===== config.mk =====
export PLATFORM = sky130hd
export DESIGN_NAME = contador_tempo
export DESIGN_NICKNAME = d
export VERILOG_FILES = /design/src/rtl/contador_tempo_pkg.sv /design/src/rtl/bcd_passo_segundo.sv /design/src/rtl/contador_tempo.sv
export SDC_FILE = /design/constraint.sdc
export NUM_CORES = 1
export LEC_CHECK = 0
export CORE_AREA = 2 2 109 111
export CTS_CLUSTER_DIAMETER = 40
export DETAILED_ROUTE_END_ITERATION = 7
export DIE_AREA = 0 0 111 113
export REMOVE_ABC_BUFFERS = 1
export SYNTH_ARGS = -nofsm -noshare
export SYNTH_HDL_FRONTEND = slang
export SYNTH_HIERARCHICAL = 1
export SYNTH_SLANG_ARGS = --single-unit

===== constraint.sdc =====
create_clock -name clk -period 7.2 [get_ports clk]
set_input_delay 1.8 -clock clk [delete_from_list [all_inputs] [get_ports clk]]
set_output_delay 1.8 -clock clk [all_outputs]
set_load 0.02 [all_outputs]

===== src/rtl/contador_tempo_pkg.sv =====
// Shared constants and types for the mm:ss playback time counter.
// Latency: n/a (declarations only).
// Backpressure: n/a.
package contador_tempo_pkg;

    localparam int TICKS_PER_SEC_DEF = 3000;  // clk = 3 kHz
    localparam int MAX_MIN_DEF       = 99;

    // BCD digit limits
    localparam logic [3:0] BCD_MAX_UNI     = 4'd9;  // any units digit
    localparam logic [3:0] BCD_MAX_DEZ_SEG = 4'd5;  // seconds tens digit

    typedef enum logic {
        RUN   = 1'b0,
        APPLY = 1'b1
    } estado_t;

    // mm:ss as four BCD digits, most significant first
    typedef struct packed {
        logic [3:0] min_dez;
        logic [3:0] min_uni;
        logic [3:0] seg_dez;
        logic [3:0] seg_uni;
    } tempo_t;

endpackage


===== src/rtl/bcd_passo_segundo.sv =====
// Next mm:ss for a +1 s or -1 s step, with saturation at 00:00 and MAX_MIN:59.
// Latency: purely combinational.
// Backpressure: n/a.
// Ports: i_atual current time, i_sobe 1=+1 s / 0=-1 s,
//        o_prox next time, o_satura next time sits on the bound in the step direction.
module bcd_passo_segundo
    import contador_tempo_pkg::*;
#(
    parameter int MAX_MIN = MAX_MIN_DEF
) (
    input  tempo_t i_atual,
    input  logic   i_sobe,
    output tempo_t o_prox,
    output logic   o_satura
);

    localparam tempo_t TEMPO_MAX = '{
        min_dez: 4'(MAX_MIN / 10),
        min_uni: 4'(MAX_MIN % 10),
        seg_dez: BCD_MAX_DEZ_SEG,
        seg_uni: BCD_MAX_UNI
    };
    localparam tempo_t TEMPO_ZERO = '0;

    always_comb begin
        o_prox = i_atual;
        if (i_sobe) begin
            if (i_atual != TEMPO_MAX) begin
                if (i_atual.seg_uni != BCD_MAX_UNI) begin
                    o_prox.seg_uni = i_atual.seg_uni + 4'd1;
                end else begin
                    o_prox.seg_uni = 4'd0;
                    if (i_atual.seg_dez != BCD_MAX_DEZ_SEG) begin
                        o_prox.seg_dez = i_atual.seg_dez + 4'd1;
                    end else begin
                        o_prox.seg_dez = 4'd0;
                        if (i_atual.min_uni != BCD_MAX_UNI) begin
                            o_prox.min_uni = i_atual.min_uni + 4'd1;
                        end else begin
                            o_prox.min_uni = 4'd0;
                            o_prox.min_dez = i_atual.min_dez + 4'd1;
                        end
                    end
                end
            end
        end else begin
            if (i_atual != TEMPO_ZERO) begin
                if (i_atual.seg_uni != 4'd0) begin
                    o_prox.seg_uni = i_atual.seg_uni - 4'd1;
                end else begin
                    o_prox.seg_uni = BCD_MAX_UNI;
                    if (i_atual.seg_dez != 4'd0) begin
                        o_prox.seg_dez = i_atual.seg_dez - 4'd1;
                    end else begin
                        o_prox.seg_dez = BCD_MAX_DEZ_SEG;
                        if (i_atual.min_uni != 4'd0) begin
                            o_prox.min_uni = i_atual.min_uni - 4'd1;
                        end else begin
                            o_prox.min_uni = BCD_MAX_UNI;
                            o_prox.min_dez = i_atual.min_dez - 4'd1;
                        end
                    end
                end
            end
        end
    end

    // A step that lands on (or stays at) the bound ends a jump early.
    assign o_satura = i_sobe ? (o_prox == TEMPO_MAX) : (o_prox == TEMPO_ZERO);

endmodule


===== src/rtl/contador_tempo.sv =====
// Playback time counter mm:ss: advances once per second, applies signed jumps one second per cycle.
// Latency: tick updates digits on the prescaler wrap edge; an N-second jump takes N cycles after latch.
// Backpressure: jump_valid is ignored while busy=1; zera always wins.
// Ports: clk, reset (async active-low), count (playback enable), zera (sync clear),
//        jump_valid/time_adder (signed seconds), min_dez/min_uni/seg_dez/seg_uni (BCD), busy.
module contador_tempo
    import contador_tempo_pkg::*;
#(
    parameter int TICKS_PER_SEC = TICKS_PER_SEC_DEF,
    parameter int MAX_MIN       = MAX_MIN_DEF
) (
    input  logic       clk,
    input  logic       reset,
    input  logic       count,
    input  logic       zera,
    input  logic       jump_valid,
    input  logic [8:0] time_adder,
    output logic [3:0] min_dez,
    output logic [3:0] min_uni,
    output logic [3:0] seg_dez,
    output logic [3:0] seg_uni,
    output logic       busy
);

    localparam logic [11:0] PRESC_FIM = 12'(TICKS_PER_SEC - 1);

    estado_t     r_estado;
    logic [11:0] r_presc;
    logic [8:0]  r_resta;
    logic        r_sobe;
    tempo_t      r_tempo;
    logic        r_busy;

    logic        w_tick;
    logic        w_passo_sobe;
    logic        w_satura;
    logic [8:0]  w_mag;
    tempo_t      w_prox;

    assign w_tick       = (r_estado == RUN) && count && (r_presc == PRESC_FIM);
    // Ticks always count up; during a jump the latched sign picks the direction.
    assign w_passo_sobe = (r_estado == APPLY) ? r_sobe : 1'b1;
    // |time_adder| in 9 bits unsigned; -256 maps to 256.
    assign w_mag        = time_adder[8] ? (~time_adder + 9'd1) : time_adder;

    bcd_passo_segundo #(
        .MAX_MIN (MAX_MIN)
    ) u_passo (
        .i_atual  (r_tempo),
        .i_sobe   (w_passo_sobe),
        .o_prox   (w_prox),
        .o_satura (w_satura)
    );

    always_ff @(posedge clk or negedge reset) begin
        if (!reset) begin
            r_estado <= RUN;
            r_presc  <= '0;
            r_resta  <= '0;
            r_sobe   <= 1'b1;
            r_tempo  <= '0;
            r_busy   <= 1'b0;
        end else if (zera) begin
            r_estado <= RUN;
            r_presc  <= '0;
            r_resta  <= '0;
            r_tempo  <= '0;
            r_busy   <= 1'b0;
        end else if (r_estado == APPLY) begin
            // Prescaler is left untouched so playback resumes mid-second.
            r_tempo <= w_prox;
            r_resta <= r_resta - 9'd1;
            if ((r_resta == 9'd1) || w_satura) begin
                r_estado <= RUN;
                r_busy   <= 1'b0;
                r_resta  <= '0;
            end
        end else begin
            if (count) begin
                if (w_tick) begin
                    r_presc <= '0;
                    r_tempo <= w_prox;
                end else begin
                    r_presc <= r_presc + 12'd1;
                end
            end
            // A tick on the same edge is applied first; the jump then starts from the ticked value.
            if (jump_valid && (time_adder != 9'd0)) begin
                r_resta  <= w_mag;
                r_sobe   <= ~time_adder[8];
                r_estado <= APPLY;
                r_busy   <= 1'b1;
            end
        end
    end

    assign min_dez = r_tempo.min_dez;
    assign min_uni = r_tempo.min_uni;
    assign seg_dez = r_tempo.seg_dez;
    assign seg_uni = r_tempo.seg_uni;
    assign busy    = r_busy;

endmodule

==> summary.md, run 1 <==
| Metric | Value |
|---|---|
| DRT iter0 DRCs | `150` |
| First-pass GRT wire length | `14,000 um` |
| IO buf count | `30` |
| Total congestion overflow | `0` |
| Most frequent cells in the layout | `39 x dfrtp_1, 36 x o21ai_0, 33 x nand2_1, 29 x clkdlybuf4s50_1, 27 x nor2_1` |
| Pre-CTS setup slack | `2.93 ns` |
| Filler cell count | `1,153` |
| Cell Rows | `39` |
| Commonest non-fill, non-tap cell in the layout | `dfrtp_1` |
| Fmax | `242 MHz` |
| WL per Instance | `14.7 um` |
| Critical-path cell list | `nand2_1 -> buf_4 -> or4b_1 -> or4_4 -> nor4_4 -> or3_2 -> a2111o_1 -> nor4_2 -> o211a_1 -> or3b_1 -> a31o_2 -> a31o_2 -> a221oi_1` |
| Main synth FF type | `dfrtp_1` |
| Initial antenna violation count | `0` |
| Crit path time final | `4.14 ns` |
| Worst EP required | `7.37 ns` |
| Final hold slack | `0.496 ns` |
| Cts hold-fix bufs | `0` |
| Root buf cell | `clkbuf_16` |
| Die area | `12,500 sq um` |
| Bufs on Longest Clock Path | `2` |
| Setup Total Neg Slack | `0 ns` |
| Via Count | `3,017` |
| Tot GR Track Use | `13.3%` |
| Hold Path Class | `flip-flop to flip-flop` |
| Drt via density | `5.46` |
| Seq/Total Area, Yosys | `29.8%` |
| Final setup fails | `0` |
| Final core utilization | `34.1%` |
| Final Cycle Share | `57.5%` |
| Die W | `111 um` |
| Area growth, synth to finish | `14.4%` |
| Post-CTS setup buffer count | `0` |
| Clk pin slew, worst setup/hold paths | `0.06 ns` |
| Core ar. | `11,300 sq um` |
| Family with the most delay on the worst path | `simple AND/OR/NAND/NOR gates` |
| Cells after Synth | `395` |
| EDFF count, synth | `0` |
| Leakage power | `1.53 nW` |
| NumNets Final | `434` |
| Crit path launch type | `flip-flop` |
| Hold Vio Cnt, Final | `0` |
| Setup Skew | `0.00386 ns` |
| Final HPWL DP | `6020 um` |
| VDD IR max | `0.110 mV` |
| MaxCap Viol Count | `0` |
| Share of cells above drive strength 1 | `9.51%` |
| DRC | `0` |
| CP endpoint kind | `flip-flop` |
| Max incr delay on CP | `0.62 ns` |
| Status | `completed` |
| Starting Density | `29.8%` |
| Power density cells | `209 nW/um^2` |
| TritonCTS clock tree | `done` |
| Async S/R FF share, synth | `100%` |
| Crit-path max FO | `25` |
| Post-route setup slack | `3.06 ns` |
| Antenna fix cells | `0` |
| Vias in the first global route | `2,844` |
| First-pass detailed-route iteration total | `4` |
| Largest net degree at the start of global routing | `41` |
| Unique cell type count in the Yosys netlist | `77` |
| H-tree depth | `2` |
| Mapped cell area | `3360 sq um` |
| Post-CTS sizing | `0` |
| Slew margin rel. | `38.2%` |
| Most used cell, CP | `a31o_2` |
| Syn Area/Cell | `8.50 sq um` |
| CTS buffer count | `5` |
| Post-detailed-routing wire length | `8130 um` |
| Final ANT Viol Nets | `0` |
| Sinks on Clock Net | `40` |
| Die Y | `113 um` |
| Num ports | `31` |
| Worst setup path class | `flip-flop to flip-flop` |
| Worst path bufs/invs | `1` |
| Placer Congestion | `0.890` |
| Register bit total from synthesis | `40` |
| Final Max Slew Viols | `0` |
| CP arrival | `4.31 ns` |
| Tightest Pin Transition | `0.924 ns` |
| RSZ-0062 raised after global routing | `false` |
| Yosys synthesis warning count | `6` |
| Worst path slowest cell | `or4b_1` |
| Clk Latency, worst-skew pair | `0.28 ns` |
## kinds of logic (layout without fill, tap and decap cells)
family / after synthesis / after routing / synth area share (%)
AOI/OAI and AO/OA: 103 / 103 / 21.6
muxes: 9 / 9 / 2.83
buffers and inverters: 42 / 57 / 6.33
and+or+nand+nor: 171 / 171 / 30.3
adders and majority gates: 11 / 11 / 4.10
xor gates and xnor gates: 19 / 19 / 4.95
DFF: 40 / 40 / 29.8
## flip-flops by register name (all words and copies together), names as in the netlist
name      cells
min_uni       4
r_resta       9
r_estado      1
r_presc      12
seg_dez       4
r_sobe        1
busy          1
seg_uni       4
min_dez       4
## worst paths after layout
check                      slack, ns          startpoint                     end  depth (start not counted)
hold reg to reg                 0.50  r_sobe$_DFFE_PN1P_      r_sobe$_DFFE_PN1P_                          2
hold / removal                  0.50  r_sobe$_DFFE_PN1P_      r_sobe$_DFFE_PN1P_                          2
setup / recovery                3.06  r_estado$_DFF_PN0_  r_resta[8]$_DFFE_PN0P_                         13
max in group asynchronous       4.98               reset  min_uni[2]$_DFFE_PN0P_                          1
min in group asynchronous       1.64               reset        busy$_DFFE_PN0P_                          1
setup reg to reg                3.06  r_estado$_DFF_PN0_  r_resta[8]$_DFFE_PN0P_                         13
## worst min-delay path, stage by stage, from the launching register on
cell	delay, ns
dfstp_2	0.36
inv_1	0.07
mux2i_1	0.07
## synth_stat cells, types with 5 or more instances
| master | number | area share [%] |
|---|---|---|
| a21oi_1 | 14 | 2.1 |
| a31oi_1 | 5 | 0.93 |
| and3_1 | 8 | 1.5 |
| buf_2 | 5 | 0.74 |
| clkbuf_1 | 11 | 1.2 |
| dfrtp_1 | 39 | 29 |
| ha_1 | 11 | 4.1 |
| inv_1 | 17 | 1.9 |
| mux2i_1 | 8 | 2.4 |
| nand2_1 | 33 | 3.7 |
| nand2b_1 | 20 | 3.7 |
| nand3_1 | 10 | 1.5 |
| nand4_1 | 11 | 2.0 |
| nor2_1 | 27 | 3.0 |
| nor3_1 | 7 | 1.0 |
| nor4_1 | 6 | 1.1 |
| o21ai_0 | 36 | 5.4 |
| or3_1 | 7 | 1.3 |
| xnor2_1 | 8 | 2.1 |
| xor2_1 | 11 | 2.9 |
## where the power goes
part	internal, mW	total [mW]	switching, mW
sequential	0.249	0.293	0.0440
clock	0.128	0.216	0.0888
combinational	0.125	0.294	0.168
## final cells by class
type | count | area [sq um] | area share [%]
Clock buffer | 5 | 125 | 3.26
Timing Repair Buffer | 32 | 310 | 8.07
Inverter | 17 | 63.8 | 1.66
Sequential cell | 40 | 1000 | 26.1
Clock inverter | 3 | 18.8 | 0.488
Tap cell | 143 | 179 | 4.65
Multi-Input combinational cell | 313 | 2140 | 55.8
## stage by stage
stage,cell area (sq um),std cells,power [mW]
2_1_floorplan,3210,370,0.489
3_3_place_gp,3700,545,0.581
3_5_place_dp,3700,545,0.585
4_1_cts,3840,553,0.806
5_1_grt,3840,553,0.858
6_report,3840,553,0.803
## routing by layer
metal / global-route usage [%] / vias to the layer above / part of all wire, %
met4: 2.83 / 0 / 0.92
met2: 21.4 / 92 / 47
met1: 18.9 / 1431 / 48
li1: - / 1486 / -
met5: 0 / - / 0
met3: 2.04 / 8 / 5.0
(Power assumes the default switching activity.)
==> run 2, diff against run 1 <==
==> constraint.sdc (replaced) <==
create_clock -name clk -period 3.64 [get_ports clk]
set_input_delay 0.91 -clock clk [delete_from_list [all_inputs] [get_ports clk]]
set_output_delay 0.91 -clock clk [all_outputs]
set_load 0.02 [all_outputs]
==> run 2 against run 1 <==
The flow now finishes with violations (negative setup slack). Sequential power is 86% higher. Count of clock-buffer cells in the layout stayed put. Via count is 4.7% higher. Die area stayed put. Setup slack worse by 3.1 ns. Flip-flop and latch count stayed put. Clock skew is 0.00084 ns higher.
==> summary.md, run 2 (synthesis results as in run 1) <==
| Metric | Value |
|---|---|
| CP arrival | `3.83 ns` |
| Via Count | `3,158` |
| Top Registers | `r_presc: 12 flops, r_resta: 9 flops` |
| Leakage power | `1.77 nW` |
| Initial antenna violation count | `0` |
| Psw | `680 uW` |
| Bufs on Longest Clock Path | `2` |
| First-pass detailed-route iteration total | `4` |
| Most frequent cells in the layout | `41 x buf_4, 39 x dfrtp_1, 35 x o21ai_0, 32 x nand2_1, 29 x clkdlybuf4s50_1` |
| Failing checks | `negative setup slack` |
| MaxCap Viol Count | `0` |
| Worst setup path class | `flip-flop to flip-flop` |
| Final Total Pwr | `1.84 mW` |
| Max reg flops | `12` |
| Hold Vio Cnt, Final | `0` |
| Final Cycle Share | `100%` |
| Switching Share | `36.9%` |
| IO buf count | `30` |
| Crit path capture | `r_resta[8]$_DFFE_PN0P_` |
| Multi-input combinational cell area | `2250 sq um` |
| CTS buffer count | `5` |
| Placer Congestion | `0.916` |
| TritonCTS clock tree | `done` |
| Seq pwr share | `29.5%` |
| DRT iter0 DRCs | `139` |
| Post-route setup slack | `-0.000502 ns` |
| Tightest Pin Transition | `0.941 ns` |
| Final setup fails | `1` |
| Vias in the first global route | `3,079` |
| Worst setup path startpoint | `seg_uni[1]$_DFFE_PN0P_` |
| Combinational Power Share | `42.1%` |
| R2R depth | `13` |
| Sinks on Clock Net | `40` |
| Worst EP required | `3.83 ns` |
| Non-filler cells, final | `593` |
| Filler cell count | `1,139` |
| FF-to-FF Start | `seg_uni[1]$_DFFE_PN0P_` |
| Placed insts | `581` |
| Post-detailed-routing wire length | `9110 um` |
| Die area | `12,500 sq um` |
| First-pass GRT wire length | `15,400 um` |
| Root buf cell | `clkbuf_16` |
| Clk pin slew, worst setup/hold paths | `0.06 ns` |
| Starting Density | `29.8%` |
| Final ANT Viol Nets | `0` |
| Commonest non-fill, non-tap cell in the layout | `buf_4` |
| Hold Path Class | `flip-flop to flip-flop` |
| VDD IR max | `0.201 mV` |
| H-tree depth | `2` |
| DRC | `0` |
| Cell Rows | `39` |
| Total congestion overflow | `0` |
| Die Y | `113 um` |
| Crit path time final | `3.64 ns` |
| Fmax | `275 MHz` |
| Slew margin rel. | `37.3%` |
| Biggest register | `r_presc` |
| Final HPWL DP | `6740 um` |
| CP endpoint kind | `flip-flop` |
| Setup Skew | `0.00470 ns` |
| Clock power frac | `28.4%` |
| HP Start | `r_sobe$_DFFE_PN1P_` |
| Share of cells above drive strength 1 | `21.1%` |
| Crit-path max FO | `6` |
| Core ar. | `11,300 sq um` |
| Pint | `1.16 mW` |
| Critical R2R Capture | `r_resta[8]$_DFFE_PN0P_` |
| Placed Area | `3970 sq um` |
| Final Max Slew Viols | `0` |
| R2R setup slack | `-0.0005 ns` |
| Area growth, synth to finish | `27.5%` |
| Pre-CTS setup slack | `-0.0233 ns` |
| Num ports | `31` |
| Tot GR Track Use | `14.6%` |
| Status | `finished, violations left` |
| Antenna fix cells | `0` |
| Drt via density | `5.33` |
| Fin area | `4280 sq um` |
| Power density cells | `430 nW/um^2` |
| Die W | `111 um` |
| RSZ-0062 raised after global routing | `true` |
| Reg area | `1000 sq um` |
| Crit path launch type | `flip-flop` |
| WL per Instance | `15.4 um` |
| NumNets Final | `474` |
| Clk Latency, worst-skew pair | `0.28 ns` |
| Largest net degree at the start of global routing | `41` |
[run 2: cell types whose count changed in the layout (fill, tap and decap cells not counted), sizes merged]
cell      before  now
inv           17   18
clkinvlp       0    1
buf            3   43
bufinv         0    1
clkinv         3    0
[run 2: stage by stage]
step / TNS [ns] / util (%) / hold WS [ns]
floorplan: -0.373 / - / 0.456
finish: -0.000502 / 38.0 / 0.498
global placement: 0 / 35.2 / 0.473
detailed placement: -0.0420 / 35.2 / 0.471
global route: -0.232 / 38.0 / 0.553
CTS: 0 / 36.8 / 0.482
[run 2: layout make-up]
cell class | count | area share [%]
inverter | 17 | 1.49
sequential | 40 | 23.4
tap | 143 | 4.18
multi-input combinational | 313 | 52.6
clock inverter | 3 | 1.08
timing repair buffer | 72 | 14.3
clock buffer | 5 | 2.92
[run 2: worst min path at each step]
stage               slack [ns]                  to  cells after the start
finish                    0.50  r_sobe$_DFFE_PN1P_                      2
global route              0.55  r_sobe$_DFFE_PN1P_                      2
CTS                       0.48  r_sobe$_DFFE_PN1P_                      2
detailed placement        0.47  r_sobe$_DFFE_PN1P_                      2
global placement          0.47  r_sobe$_DFFE_PN1P_                      2
floorplan                 0.46  r_sobe$_DFFE_PN1P_                      2
[run 2: routing by layer]
layer	part of all wire (%)	global-route usage [%]	vias to the layer above	routed length [um]
li1	-	-	1569	-
met5	0	0	-	0
met3	4.4	2.36	6	397
met1	48	20.4	1508	4370
met2	47	24.4	75	4280
met4	0.68	2.58	0	62
[run 2: repair_timing]
item | 4_1_cts | 5_1_grt
hold buffers | 0 | 0
gates resized for setup | 2 | 22
pin swaps | 0 | 8
setup buffers | 0 | 4
cloned | 0 | 0
setup endpoints to repair | 4 | 9
[run 2: critical path, cell delays in order (launching register included)]
cell and delay (ns):
dfrtp_1 0.39, inv_2 0.09, ha_4 0.13, or4b_4 0.48, or4_4 0.54, nor4_4 0.27
or3_4 0.18, a2111o_1 0.13, nor4_2 0.04, o211a_1 0.23, or3b_4 0.39, a31o_4 0.25
a31o_4 0.21, a221oi_2 0.20
[run 2: power groups by stage]
stage / Sequential [mW] / Clock [mW] / Combinational (mW)
global route: 0.553 / 0.559 / 0.850
global placement: 0.546 / 0 / 0.700
floorplan: 0.585 / 0 / 0.383
detailed placement: 0.548 / 0 / 0.704
CTS: 0.541 / 0.540 / 0.712
finish: 0.544 / 0.523 / 0.776
